<file path="src/rtl/bridge_arbiter_pkg.sv">
// Shared constants for the two-master bridge arbiter: FSM encoding,
// counter width and the timer/counter device address windows.
package bridge_arbiter_pkg;

  typedef enum logic [1:0] {
    ST_IDLE   = 2'd0,
    ST_ACCESS = 2'd1,
    ST_DONE   = 2'd2
  } state_e;

  // Wide enough for ACCESS_WAIT-1 with ACCESS_WAIT up to 15.
  localparam int CNT_W = 4;

  localparam logic [31:0] TC0_BASE = 32'h0000_7F00;
  localparam logic [31:0] TC0_LAST = 32'h0000_7F0B;
  localparam logic [31:0] TC1_BASE = 32'h0000_7F10;
  localparam logic [31:0] TC1_LAST = 32'h0000_7F1B;

endpackage

</file>
<file path="src/rtl/bridge_arbiter_rr_pick2.sv">
// Two-way round-robin pick. 'last' = 1 means master 1 was granted last,
// so master 0 wins a tie.
module rr_pick2 (
  input  logic req0,
  input  logic req1,
  input  logic last,
  output logic gnt0,
  output logic gnt1
);

  assign gnt0 = req0 & (~req1 | last);
  assign gnt1 = req1 & (~req0 | ~last);

endmodule

</file>
<file path="src/rtl/bridge_arbiter.sv">
// Arbitrates two masters onto one bridge port, one transfer at a time,
// with registered bridge strobes and a one-cycle completion pulse.
module bridge_arbiter
  import bridge_arbiter_pkg::*;
#(
  parameter int ACCESS_WAIT = 1
) (
  input  logic        clk,
  input  logic        reset,
  input  logic        m0_req,
  input  logic        m0_we,
  input  logic [31:0] m0_addr,
  input  logic [31:0] m0_wdata,
  output logic        m0_ready,
  output logic [31:0] m0_rdata,
  output logic        m0_err,
  input  logic        m1_req,
  input  logic        m1_we,
  input  logic [31:0] m1_addr,
  input  logic [31:0] m1_wdata,
  output logic        m1_ready,
  output logic [31:0] m1_rdata,
  output logic        m1_err,
  output logic        br_we,
  output logic        br_re,
  output logic [31:0] br_addr,
  output logic [31:0] br_wdata,
  input  logic [31:0] br_rdata,
  input  logic        br_exc
);

  state_e             state_q, state_d;
  logic [CNT_W-1:0]   cnt_q, cnt_d;
  logic               last_q, last_d;
  logic               owner_q, owner_d;
  logic               we_q, we_d;
  logic [31:0]        addr_q, addr_d;
  logic [31:0]        wdata_q, wdata_d;
  logic [31:0]        cap_rdata_q, cap_rdata_d;
  logic               cap_err_q, cap_err_d;

  logic               br_we_q, br_we_d;
  logic               br_re_q, br_re_d;
  logic [31:0]        br_addr_q, br_addr_d;
  logic [31:0]        br_wdata_q, br_wdata_d;
  logic               m0_ready_q, m0_ready_d;
  logic [31:0]        m0_rdata_q, m0_rdata_d;
  logic               m0_err_q, m0_err_d;
  logic               m1_ready_q, m1_ready_d;
  logic [31:0]        m1_rdata_q, m1_rdata_d;
  logic               m1_err_q, m1_err_d;

  logic               gnt0, gnt1;
  logic               in_access, in_done;

  rr_pick2 u_pick (
    .req0 (m0_req),
    .req1 (m1_req),
    .last (last_q),
    .gnt0 (gnt0),
    .gnt1 (gnt1)
  );

  always_comb begin
    state_d     = state_q;
    cnt_d       = cnt_q;
    last_d      = last_q;
    owner_d     = owner_q;
    we_d        = we_q;
    addr_d      = addr_q;
    wdata_d     = wdata_q;
    cap_rdata_d = cap_rdata_q;
    cap_err_d   = cap_err_q;

    case (state_q)
      ST_IDLE: begin
        if (gnt0 || gnt1) begin
          owner_d = gnt1;
          last_d  = gnt1;
          we_d    = gnt1 ? m1_we    : m0_we;
          addr_d  = gnt1 ? m1_addr  : m0_addr;
          wdata_d = gnt1 ? m1_wdata : m0_wdata;
          cnt_d   = CNT_W'(ACCESS_WAIT - 1);
          state_d = ST_ACCESS;
        end
      end
      ST_ACCESS: begin
        if (cnt_q == '0) begin
          cap_rdata_d = br_exc ? 32'h0 : br_rdata;
          cap_err_d   = br_exc;
          state_d     = ST_DONE;
        end else begin
          cnt_d = cnt_q - CNT_W'(1);
        end
      end
      ST_DONE:  state_d = ST_IDLE;
      default:  state_d = ST_IDLE;
    endcase

    // Outputs are registered, so derive them from the state being entered.
    in_access  = (state_d == ST_ACCESS);
    in_done    = (state_d == ST_DONE);
    br_re_d    = in_access & ~we_d;
    br_we_d    = in_access & we_d & (cnt_d == '0);
    br_addr_d  = in_access ? addr_d  : 32'h0;
    br_wdata_d = in_access ? wdata_d : 32'h0;
    m0_ready_d = in_done & ~owner_d;
    m1_ready_d = in_done &  owner_d;
    m0_rdata_d = m0_ready_d ? cap_rdata_d : 32'h0;
    m1_rdata_d = m1_ready_d ? cap_rdata_d : 32'h0;
    m0_err_d   = m0_ready_d & cap_err_d;
    m1_err_d   = m1_ready_d & cap_err_d;
  end

  always_ff @(posedge clk) begin
    if (!reset) begin
      state_q     <= ST_IDLE;
      cnt_q       <= '0;
      last_q      <= 1'b1;
      owner_q     <= 1'b0;
      we_q        <= 1'b0;
      addr_q      <= 32'h0;
      wdata_q     <= 32'h0;
      cap_rdata_q <= 32'h0;
      cap_err_q   <= 1'b0;
      br_we_q     <= 1'b0;
      br_re_q     <= 1'b0;
      br_addr_q   <= 32'h0;
      br_wdata_q  <= 32'h0;
      m0_ready_q  <= 1'b0;
      m0_rdata_q  <= 32'h0;
      m0_err_q    <= 1'b0;
      m1_ready_q  <= 1'b0;
      m1_rdata_q  <= 32'h0;
      m1_err_q    <= 1'b0;
    end else begin
      state_q     <= state_d;
      cnt_q       <= cnt_d;
      last_q      <= last_d;
      owner_q     <= owner_d;
      we_q        <= we_d;
      addr_q      <= addr_d;
      wdata_q     <= wdata_d;
      cap_rdata_q <= cap_rdata_d;
      cap_err_q   <= cap_err_d;
      br_we_q     <= br_we_d;
      br_re_q     <= br_re_d;
      br_addr_q   <= br_addr_d;
      br_wdata_q  <= br_wdata_d;
      m0_ready_q  <= m0_ready_d;
      m0_rdata_q  <= m0_rdata_d;
      m0_err_q    <= m0_err_d;
      m1_ready_q  <= m1_ready_d;
      m1_rdata_q  <= m1_rdata_d;
      m1_err_q    <= m1_err_d;
    end
  end

  assign br_we    = br_we_q;
  assign br_re    = br_re_q;
  assign br_addr  = br_addr_q;
  assign br_wdata = br_wdata_q;
  assign m0_ready = m0_ready_q;
  assign m0_rdata = m0_rdata_q;
  assign m0_err   = m0_err_q;
  assign m1_ready = m1_ready_q;
  assign m1_rdata = m1_rdata_q;
  assign m1_err   = m1_err_q;

endmodule
</file>
<file path="config.mk">
export PLATFORM = sky130hd
export DESIGN_NAME = bridge_arbiter
export DESIGN_NICKNAME = d
export VERILOG_FILES = /design/src/rtl/bridge_arbiter_pkg.sv /design/src/rtl/bridge_arbiter_rr_pick2.sv /design/src/rtl/bridge_arbiter.sv
export SDC_FILE = /design/constraint.sdc
export NUM_CORES = 1
export LEC_CHECK = 0
export CORE_MARGIN = 5
export CORE_UTILIZATION = 42
export DETAILED_ROUTE_END_ITERATION = 8
export PLACE_DENSITY = 0.89
export SKIP_CTS_REPAIR_TIMING = 1
export SLEW_MARGIN = 10
export SYNTH_ARGS = -nofsm -noshare
export SYNTH_HDL_FRONTEND = slang
export SYNTH_SLANG_ARGS = --single-unit
</file>
<file path="constraint.sdc">
create_clock -name clk -period 2.4 [get_ports clk]
set_input_delay 0.48 -clock clk [delete_from_list [all_inputs] [get_ports clk]]
set_output_delay 0.48 -clock clk [all_outputs]
set_load 0.005 [all_outputs]
</file>
==> results of run 1 <==
==> cell usage in the layout, fill, tap and decap left out, drive strengths merged <==
cell type	count
a2111oi	1
a211oi	65
a21boi	1
a21oi	2
a22oi	1
a311oi	1
a31oi	1
a32oi	1
and2	2
and2b	1
and3	1
buf	32
bufinv	2
clkbuf	28
clkdlybuf4s50	299
clkinv	3
clkinvlp	2
dfxtp	207
ha	1
inv	9
mux2i	1
nand2	40
nand2b	1
nand3	3
nand3b	1
nor2	139
nor2b	66
nor3	67
nor3b	1
nor4bb	1
o211ai	1
o21a	1
o21ai	67
o21ba	1
o21bai	1
o22a	1
o311a	1
or2	1
or3	1
or3b	2
==> cell usage after synthesis (2+ instances only) <==
cell      count
clkbuf_1     30
or3b_1        2
nor3_1       67
buf_2        20
and2_1        2
o21ai_1       6
a21oi_1       2
buf_4         4
nand2_2       2
buf_6         3
nor2_2       30
nor2b_1      66
inv_1         5
a211oi_1     65
nand2_1      38
nand3_1       2
dfxtp_1     207
o21ai_0      61
nor2_1      109
==> worst max-delay path, cell delays in order <==
cell             delay [ns]
clkdlybuf4s50_1        0.61
or3b_1                 0.40
a32oi_1                0.26
buf_4                  0.17
nand3_2                0.09
buf_12                 0.22
nor2_1                 0.15
==> how the worst max path moves through the flow <==
stage / endpoint / slack (ns) / depth (start not counted)
floorplan: br_addr[12] / 0.64 / 7
global placement: br_wdata[11] / 0.09 / 7
detailed placement: br_wdata[4] / -0.03 / 7
CTS: m0_err / 0.45 / 7
global route: m0_err / 0.33 / 7
finish: m0_err / 0.41 / 7
==> layout make-up <==
type / count / area (µm²) / area share
Tap cell: 220 / 275.3 / 0.02480
Multi-Input combinational cell: 475 / 2582 / 0.2326
Clock buffer: 28 / 591.8 / 0.05331
Sequential cell: 207 / 4144 / 0.3733
Inverter: 6 / 22.52 / 0.002029
Clock inverter: 10 / 116.4 / 0.01048
Timing Repair Buffer: 331 / 3368 / 0.3034
==> kinds of logic (layout without fill, tap and decap cells) <==
kind of cell	after synthesis	in the layout	share of synthesized area
AO/OA/AOI/OAI	146	146	0.1336
buffers and inverters	64	375	0.04316
flip-flops	207	207	0.5907
multiplexers	1	1	0.001427
AND/OR/NAND/NOR	327	327	0.2294
adder cells (fa/ha/maj)	1	1	0.001783
==> registers in the layout (all words and copies together) (netlist names) <==
signal	cells
wdata_q	32
m1_rdata	32
br_addr	32
last_q	1
we_q	1
br_re	1
state_q	2
m0_ready	1
m0_err	1
m1_ready	1
m0_rdata	32
cnt_q	4
owner_q	1
br_wdata	32
addr_q	32
m1_err	1
br_we	1
==> power groups by stage <==
stage / Combinational [mW] / Clock, mW / Sequential, mW
floorplan: 0.585 / 0 / 3.87
global placement: 1.35 / 0 / 3.85
detailed placement: 1.39 / 0 / 3.86
CTS: 1.40 / 3.37 / 3.79
global route: 1.51 / 3.50 / 3.82
finish: 1.38 / 3.28 / 3.79
==> per-layer routing <==
| layer | vias up | track usage |
|---|---|---|
| met5 | - | 0 |
| met4 | 0 | 0.06437 |
| met3 | 45 | 0.06346 |
| met2 | 259 | 0.3634 |
| met1 | 2815 | 0.2194 |
| li1 | 3103 | - |
==> impl_metrics.env, run 1 <==
export IMPL_outcome="complete, no violations"
export IMPL_io_buffer_count=300
export IMPL_rrSetupSlack_ns=0.45
export IMPL_placed_area_um2=10390
export IMPL_final_cell_area_um2=11100
export IMPL_hold_ws_ns=0.4503
export IMPL_rsz0062_at_grt="false"
export IMPL_root_buffer="clkbuf_16"
export IMPL_drt_total_wl_um=20300
export IMPL_start_util=0.4261
export IMPL_cp_required_ns=2.80
export IMPL_final_cells=1277
export IMPL_min_path_type="in -> reg"
export IMPL_min_from="reset"
export IMPL_place_inst=1239
export IMPL_dp_hpwl_um=14750
export IMPL_antenna_found_initial=0
export IMPL_clk_insertion_delay_late_ns=0.49
export IMPL_drt_pass1_iterations=6
export IMPL_clockBufferDepth=3
export IMPL_drcViolationCount=0
export IMPL_finalSetupViolCount=0
export IMPL_clock_fmax_mhz=503.7
export IMPL_route_met3_wl_um=1915
export IMPL_mappedNetlistArea_um2=7015
export IMPL_syn_inst=746
export IMPL_pre_cts_ws_ns=-0.02861
export IMPL_synth_main_ff_cell="dfxtp_1"
export IMPL_ys_seq_area_frac=0.5907
export IMPL_finalMaxSlewViolations=0
export IMPL_hold_depth=4
export IMPL_routed_top_layer="met4"
export IMPL_reg2reg_depth=7
export IMPL_combPwrFrac=0.163
export IMPL_die_x_um=139.2
export IMPL_yosys_warnings=0
export IMPL_startpoint_type="primary input"
export IMPL_grt_usage=0.1993
export IMPL_crit_start="m0_req"
export IMPL_fin_crit_sh=0.8272
export IMPL_switching_share=0.2404
export IMPL_numCtsBuffers=21
export IMPL_fin_util=0.6742
export IMPL_max_slew_margin=0.5793
export IMPL_yosys_area_top_type="dfxtp_1"
export IMPL_cts_tree="built"
export IMPL_clkSinkCount=207
export IMPL_grt_pass1_wl_um=31750
export IMPL_layout_nets=1210
export IMPL_r2r_start="cnt_q[0]"
export IMPL_layout_setup_ws_ns=0.4147
export IMPL_die_h_um=139.2
export IMPL_die_area_um2=19390
export IMPL_cp_end_kind="flop"
export IMPL_clkTransAtPathRegs_ns=0.06
export IMPL_max_cap_viol_count=0
export IMPL_drt_iter0_drc=260
export IMPL_vias=6222
export IMPL_synth_area_per_cell_um2=9.404
export IMPL_critPathKind="in -> reg"
export IMPL_viasPerCell=4.872
export IMPL_p_leak_nw=4.195
export IMPL_n_fill_cell=1228
export IMPL_seqPwrFrac=0.449
export IMPL_power_density_nw_per_um2=761.4
export IMPL_grt_pass1_vias=6269
export IMPL_overflow=0
export IMPL_tns_ns=0
export IMPL_ys_top_cells_by_area="dfxtp_1, a211oi_1, nor2b_1"
export IMPL_route_detailed_wl_per_inst_um=15.90
export IMPL_r2r_end="m1_err"
export IMPL_wl_met1_um=7643
export IMPL_arrival_ns=2.39
export IMPL_p_total_mw=8.452
export IMPL_power_net_switching_mw=2.032
export IMPL_synth_edf_count=0
export IMPL_ir_drop_mv=0.6549
export IMPL_routabilityCongestion=0.7820
export IMPL_diodes=0
export IMPL_syn_nets=914
export IMPL_min_period_ns=1.985
export IMPL_drive_gt1_frac=0.1022
export IMPL_grt_max_degree=69
export IMPL_ys_async_sr_fraction=0
export IMPL_rows=47
export IMPL_synth_distinct_cells=44
export IMPL_htreeDepth=1
export IMPL_worst_pin_slew_ns=0.6310
export IMPL_whs_endpoint="state_q[0]"
export IMPL_io_pins=301
export IMPL_wl_met2_um=10160
export IMPL_skew_ns=0.01194
export IMPL_core_area_um2=16470
export IMPL_intPower_mw=6.420
export IMPL_antenna_left=0
export IMPL_ys_ff_latch=207
export IMPL_synth_top_cell_area_share=0.5907
export IMPL_p_clk_frac=0.389
export IMPL_finalHoldViolCount=0
export IMPL_crit_fanout=34
export IMPL_areaGrowthSynthToFinish_pct=58.23
Power figures use the tool's default switching activity.
==> run 2, diff against run 1 <==
==> constraint.sdc (replaced) <==
create_clock -name clk -period 2 [get_ports clk]
set_input_delay 0.4 -clock clk [delete_from_list [all_inputs] [get_ports clk]]
set_output_delay 0.4 -clock clk [all_outputs]
set_load 0.005 [all_outputs]
==> impl_metrics.env, run 2 (synthesis gave the netlist of run 1 again) <==
export IMPL_layout_nets=1239
export IMPL_crit_fanout=19
export IMPL_rsz0062_at_grt="false"
export IMPL_startpoint_type="flop"
export IMPL_ir_drop_mv=0.5720
export IMPL_min_period_ns=1.894
export IMPL_finalHoldViolCount=0
export IMPL_route_detailed_wl_per_inst_um=15.93
export IMPL_io_pins=301
export IMPL_clk_insertion_delay_late_ns=0.50
export IMPL_numCtsBuffers=21
export IMPL_power_density_nw_per_um2=950.5
export IMPL_die_x_um=139.2
export IMPL_final_common_cell="clkdlybuf4s50_1"
export IMPL_finalSetupViolCount=0
export IMPL_core_area_um2=16470
export IMPL_diodes=0
export IMPL_reg2reg_depth=7
export IMPL_clock_fmax_mhz=528.0
export IMPL_whs_endpoint="state_q[1]"
export IMPL_r2r_start="cnt_q[0]"
export IMPL_routabilityCongestion=0.7878
export IMPL_drive_gt1_frac=0.1289
export IMPL_use_met3=0.05180
export IMPL_pre_cts_ws_ns=-0.2983
export IMPL_placed_area_um2=10690
export IMPL_critPathKind="reg -> reg"
export IMPL_overflow=0
export IMPL_die_area_um2=19390
export IMPL_antenna_found_initial=0
export IMPL_drt_pass1_iterations=4
export IMPL_use_met1=0.2285
export IMPL_die_h_um=139.2
export IMPL_max_slew_margin=0.5619
export IMPL_final_cell_area_um2=11520
export IMPL_max_cap_viol_count=0
export IMPL_layout_common_cells="clkdlybuf4s50_1, dfxtp_1, nor2_1"
export IMPL_io_buffer_count=300
export IMPL_min_path_type="in -> reg"
export IMPL_outcome="complete, no violations"
export IMPL_drt_total_wl_um=20810
export IMPL_p_leak_nw=4.434
export IMPL_r2r_end="m1_rdata[23]"
export IMPL_grt_usage=0.2010
export IMPL_htreeDepth=1
export IMPL_rows=47
export IMPL_grt_pass1_wl_um=31910
export IMPL_grt_max_degree=69
export IMPL_cts_tree="built"
export IMPL_hold_depth=4
export IMPL_arrival_ns=2.32
export IMPL_root_buffer="clkbuf_16"
export IMPL_vias=6408
export IMPL_drt_iter0_drc=204
export IMPL_clockBufferDepth=3
export IMPL_rrSetupSlack_ns=0.11
export IMPL_viasPerCell=4.907
export IMPL_grtUsageMet2=0.3664
export IMPL_worst_pin_slew_ns=0.6572
export IMPL_clkTransAtPathRegs_ns=0.06
export IMPL_clkSinkCount=207
export IMPL_min_from="reset"
export IMPL_n_fill_cell=1194
export IMPL_grt_busiest_layer="met2"
export IMPL_finalMaxSlewViolations=0
export IMPL_cp_required_ns=2.42
export IMPL_grt_pass1_vias=6225
export IMPL_cp_end_kind="flop"
export IMPL_start_util=0.4261
export IMPL_skew_ns=0.01655
export IMPL_areaGrowthSynthToFinish_pct=64.22
export IMPL_antenna_left=0
export IMPL_dp_hpwl_um=15390
export IMPL_layout_setup_ws_ns=0.1062
export IMPL_fin_crit_sh=0.9469
export IMPL_drcViolationCount=0
[run 2: cell count changes in the layout (fill, tap and decap cells not counted), sizes merged]
cell	previous run	this run
buf	32	61
bufinv	2	7
clkbuf	28	25
clkinvlp	2	0
[run 2: power by group]
group,switching (mW),internal [mW],total [mW]
clock,1.61,2.99,4.60
combinational,0.795,0.998,1.79
sequential,0.0969,4.46,4.55
total,2.50,8.45,11.0
[run 2: area by class of cell]
cell class	count	area [µm²]	share of cell area
clock buffers	25	580.6	0.05039
clock inverters	13	255.2	0.02215
inverters	6	22.52	0.001955
multi-input cells	475	2582	0.2242
flip-flops and latches	207	4144	0.3597
well taps	220	275.3	0.02389
repair buffers	360	3661	0.3178
[run 2: worst max path at each step]
| stage | from | endpoint | slack (ns) | cells after the start |
|---|---|---|---|---|
| floorplan | cnt_q[0] | br_addr[12] | 0.24 | 7 |
| global placement | m0_req | br_addr[0] | -0.21 | 7 |
| detailed placement | m0_req | addr_q[0] | -0.30 | 7 |
| CTS | cnt_q[0] | m1_rdata[24] | 0.11 | 7 |
| global route | cnt_q[0] | m1_rdata[27] | 0.02 | 7 |
| finish | cnt_q[0] | m1_rdata[23] | 0.11 | 7 |
[run 2: layer usage]
layer  share of wire  wire, µm
met1            0.39      8162
met2            0.50     10400
met3           0.080      1663
met4           0.028       584
met5               0         0
[run 2: per-stage QoR]
stage | hold WS [ns] | power [mW] | utilization | cells | TNS (ns)
3_3_place_gp | 0.4725 | 6.380 | 0.6489 | 1268 | -30.83
6_report | 0.3484 | 10.95 | 0.6997 | 1306 | 0
4_1_cts | 0.3327 | 11.05 | 0.6997 | 1306 | 0
3_5_place_dp | 0.4762 | 6.440 | 0.6489 | 1268 | -42.15
5_1_grt | 0.3556 | 11.39 | 0.6997 | 1306 | 0
2_1_floorplan | 0.4505 | 5.340 | - | 746 | 0
[run 2: worst max-delay path: stages, from the launching register on]
cell	delay, ns
dfxtp_1	0.31
inv_1	0.07
ha_1	0.22
nor3b_1	0.30
nand2_2	0.09
or3_2	0.54
buf_12	0.20
nor2_2	0.09
==> run 3, diff against run 2 <==
--- a/config.mk
+++ b/config.mk
@@ -5,11 +5,13 @@
 export SDC_FILE = /design/constraint.sdc
 export NUM_CORES = 1
 export LEC_CHECK = 0
+export CELL_PAD_IN_SITES_DETAIL_PLACEMENT = 1
+export CELL_PAD_IN_SITES_GLOBAL_PLACEMENT = 1
 export CORE_MARGIN = 5
-export CORE_UTILIZATION = 42
+export CORE_UTILIZATION = 44
 export DETAILED_ROUTE_END_ITERATION = 8
-export PLACE_DENSITY = 0.89
-export SKIP_CTS_REPAIR_TIMING = 1
+export DONT_BUFFER_PORTS = 1
+export PLACE_DENSITY = 0.85
 export SLEW_MARGIN = 10
 export SYNTH_ARGS = -nofsm -noshare
 export SYNTH_HDL_FRONTEND = slang
==> impl_metrics.env, run 3 (synthesis gave the netlist of run 1 again) <==
export IMPL_route_detailed_wl_per_inst_um=20.21
export IMPL_arrival_ns=2.27
export IMPL_die_x_um=136.3
export IMPL_antenna_left=0
export IMPL_routabilityCongestion=0.7797
export IMPL_drt_pass1_iterations=4
export IMPL_die_h_um=136.3
export IMPL_final_common_cell="dfxtp_1"
export IMPL_dp_hpwl_um=13640
export IMPL_antenna_found_initial=1
export IMPL_placed_area_um2=7224
export IMPL_drcViolationCount=0
export IMPL_rows=46
export IMPL_critPathKind="reg -> reg"
export IMPL_numCtsBuffers=21
export IMPL_grtUsageMet2=0.3588
export IMPL_root_buffer="clkbuf_16"
export IMPL_viasPerCell=5.446
export IMPL_ir_drop_mv=0.6135
export IMPL_grt_usage=0.1925
export IMPL_core_area_um2=15770
export IMPL_min_path_type="in -> reg"
export IMPL_start_util=0.4449
export IMPL_vias=5223
export IMPL_outcome="complete, no violations"
export IMPL_cp_end_kind="flop"
export IMPL_final_cell_area_um2=8018
export IMPL_io_buffer_count=0
export IMPL_max_slew_margin=0.7273
export IMPL_htreeDepth=1
export IMPL_cts_tree="built"
export IMPL_n_fill_cell=1781
export IMPL_finalHoldViolCount=0
export IMPL_clock_fmax_mhz=520.8
export IMPL_place_inst=918
export IMPL_drt_total_wl_um=19390
export IMPL_crit_fanout=31
export IMPL_die_area_um2=18570
export IMPL_io_pins=301
export IMPL_finalMaxSlewViolations=0
export IMPL_drt_iter0_drc=200
export IMPL_drive_gt1_frac=0.1226
export IMPL_grt_max_degree=70
export IMPL_use_met3=0.07513
export IMPL_skew_ns=0.009319
export IMPL_max_cap_viol_count=0
export IMPL_min_period_ns=1.920
export IMPL_final_cells=959
export IMPL_finalSetupViolCount=0
export IMPL_worst_pin_slew_ns=0.4066
export IMPL_use_met1=0.1973
export IMPL_clockBufferDepth=3
export IMPL_areaGrowthSynthToFinish_pct=14.29
export IMPL_grt_pass1_vias=5382
export IMPL_fin_crit_sh=0.9601
export IMPL_layout_nets=897
export IMPL_overflow=0
export IMPL_startpoint_type="flop"
export IMPL_clkSinkCount=207
export IMPL_grt_busiest_layer="met2"
export IMPL_layout_common_cells="dfxtp_1, nor2_1, nor3_1"
export IMPL_clk_insertion_delay_late_ns=0.49
export IMPL_grt_pass1_wl_um=28640
export IMPL_clkTransAtPathRegs_ns=0.06
export IMPL_p_leak_nw=3.015
export IMPL_cp_required_ns=2.35
export IMPL_power_density_nw_per_um2=1179
## run 3: cell types whose count changed in the layout (fill, tap and decap cells not counted), sizes merged
| cell | delta |
|---|---|
| buf | -46 |
| clkbuf | +9 |
| clkinv | -2 |
| diode | +1 |
| bufinv | -5 |
| dlygate4sd3 | +1 |
| inv | -2 |
| clkdlybuf4s50 | -299 |
## run 3: cell type report
cell class              count  area, µm²  share of cell area
clock inverters             4      73.82            0.009207
multi-input cells         475       2615              0.3262
inverters                   6      22.52            0.002809
diodes                      1      2.502           0.0003121
repair buffers             18      272.8             0.03402
flip-flops and latches    207       4144              0.5169
well taps                 216      270.3             0.03371
clock buffers              32      616.8             0.07694
## run 3: critical path, cell delays in order, from the launching register on
cell and delay, ns:
dfxtp_1 0.36, inv_1 0.11, ha_2 0.22, or3b_4 0.43
a22oi_2 0.16, buf_4 0.19, buf_12 0.20, nor3_1 0.10
## run 3: report_power, final
part / internal (mW) / switching (mW) / total [mW] / leakage [nW]
clock: 2.38 / 1.50 / 3.87 / 0.339
combinational: 0.345 / 0.616 / 0.961 / 0.981
sequential: 4.46 / 0.157 / 4.62 / 1.70
total: 7.18 / 2.27 / 9.45 / 3.02
## run 3: metrics by stage
stage / power [mW] / setup WS [ns] / setup TNS, ns / hold slack [ns] / util
after floorplan: 5.340 / 0.2373 / 0 / 0.4505 / -
after global placement: 5.561 / 0.1513 / 0 / 0.4642 / 0.4581
after detailed placement: 5.639 / -0.01183 / -0.01760 / 0.4932 / 0.4581
after CTS: 9.543 / 0.01829 / 0 / 0.03433 / 0.5033
after global routing: 9.862 / -0.001955 / -0.003029 / 0.04933 / 0.5084
final: 9.453 / 0.07974 / 0 / 0.07484 / 0.5084
## run 3: final timing paths
path,from,to,slack [ns],cells after the start
worst max register to register,cnt_q[0],br_wdata[31],0.08,7
worst max-delay path,cnt_q[0],br_wdata[31],0.08,7
worst min-delay path,m1_req,last_q,0.07,2
worst min register to register,addr_q[9],addr_q[9],0.51,2
## run 3: repair_timing
action / 4_1_cts / 5_1_grt
setup buffers: 0 / 1
gates resized for setup: 2 / 5
endpoints found under the setup margin: 57 / 99
pin swaps: 1 / 1
cloned: 0 / 2
hold buffers: 1 / 0
endpoints found under the hold margin: 1 / 0
## run 3: layer usage
| layer | up-vias | wire [µm] |
|---|---|---|
| met5 | - | 0 |
| met4 | 0 | 530 |
| met3 | 44 | 1926 |
| met2 | 228 | 10070 |
| met1 | 2480 | 6855 |
| li1 | 2471 | - |
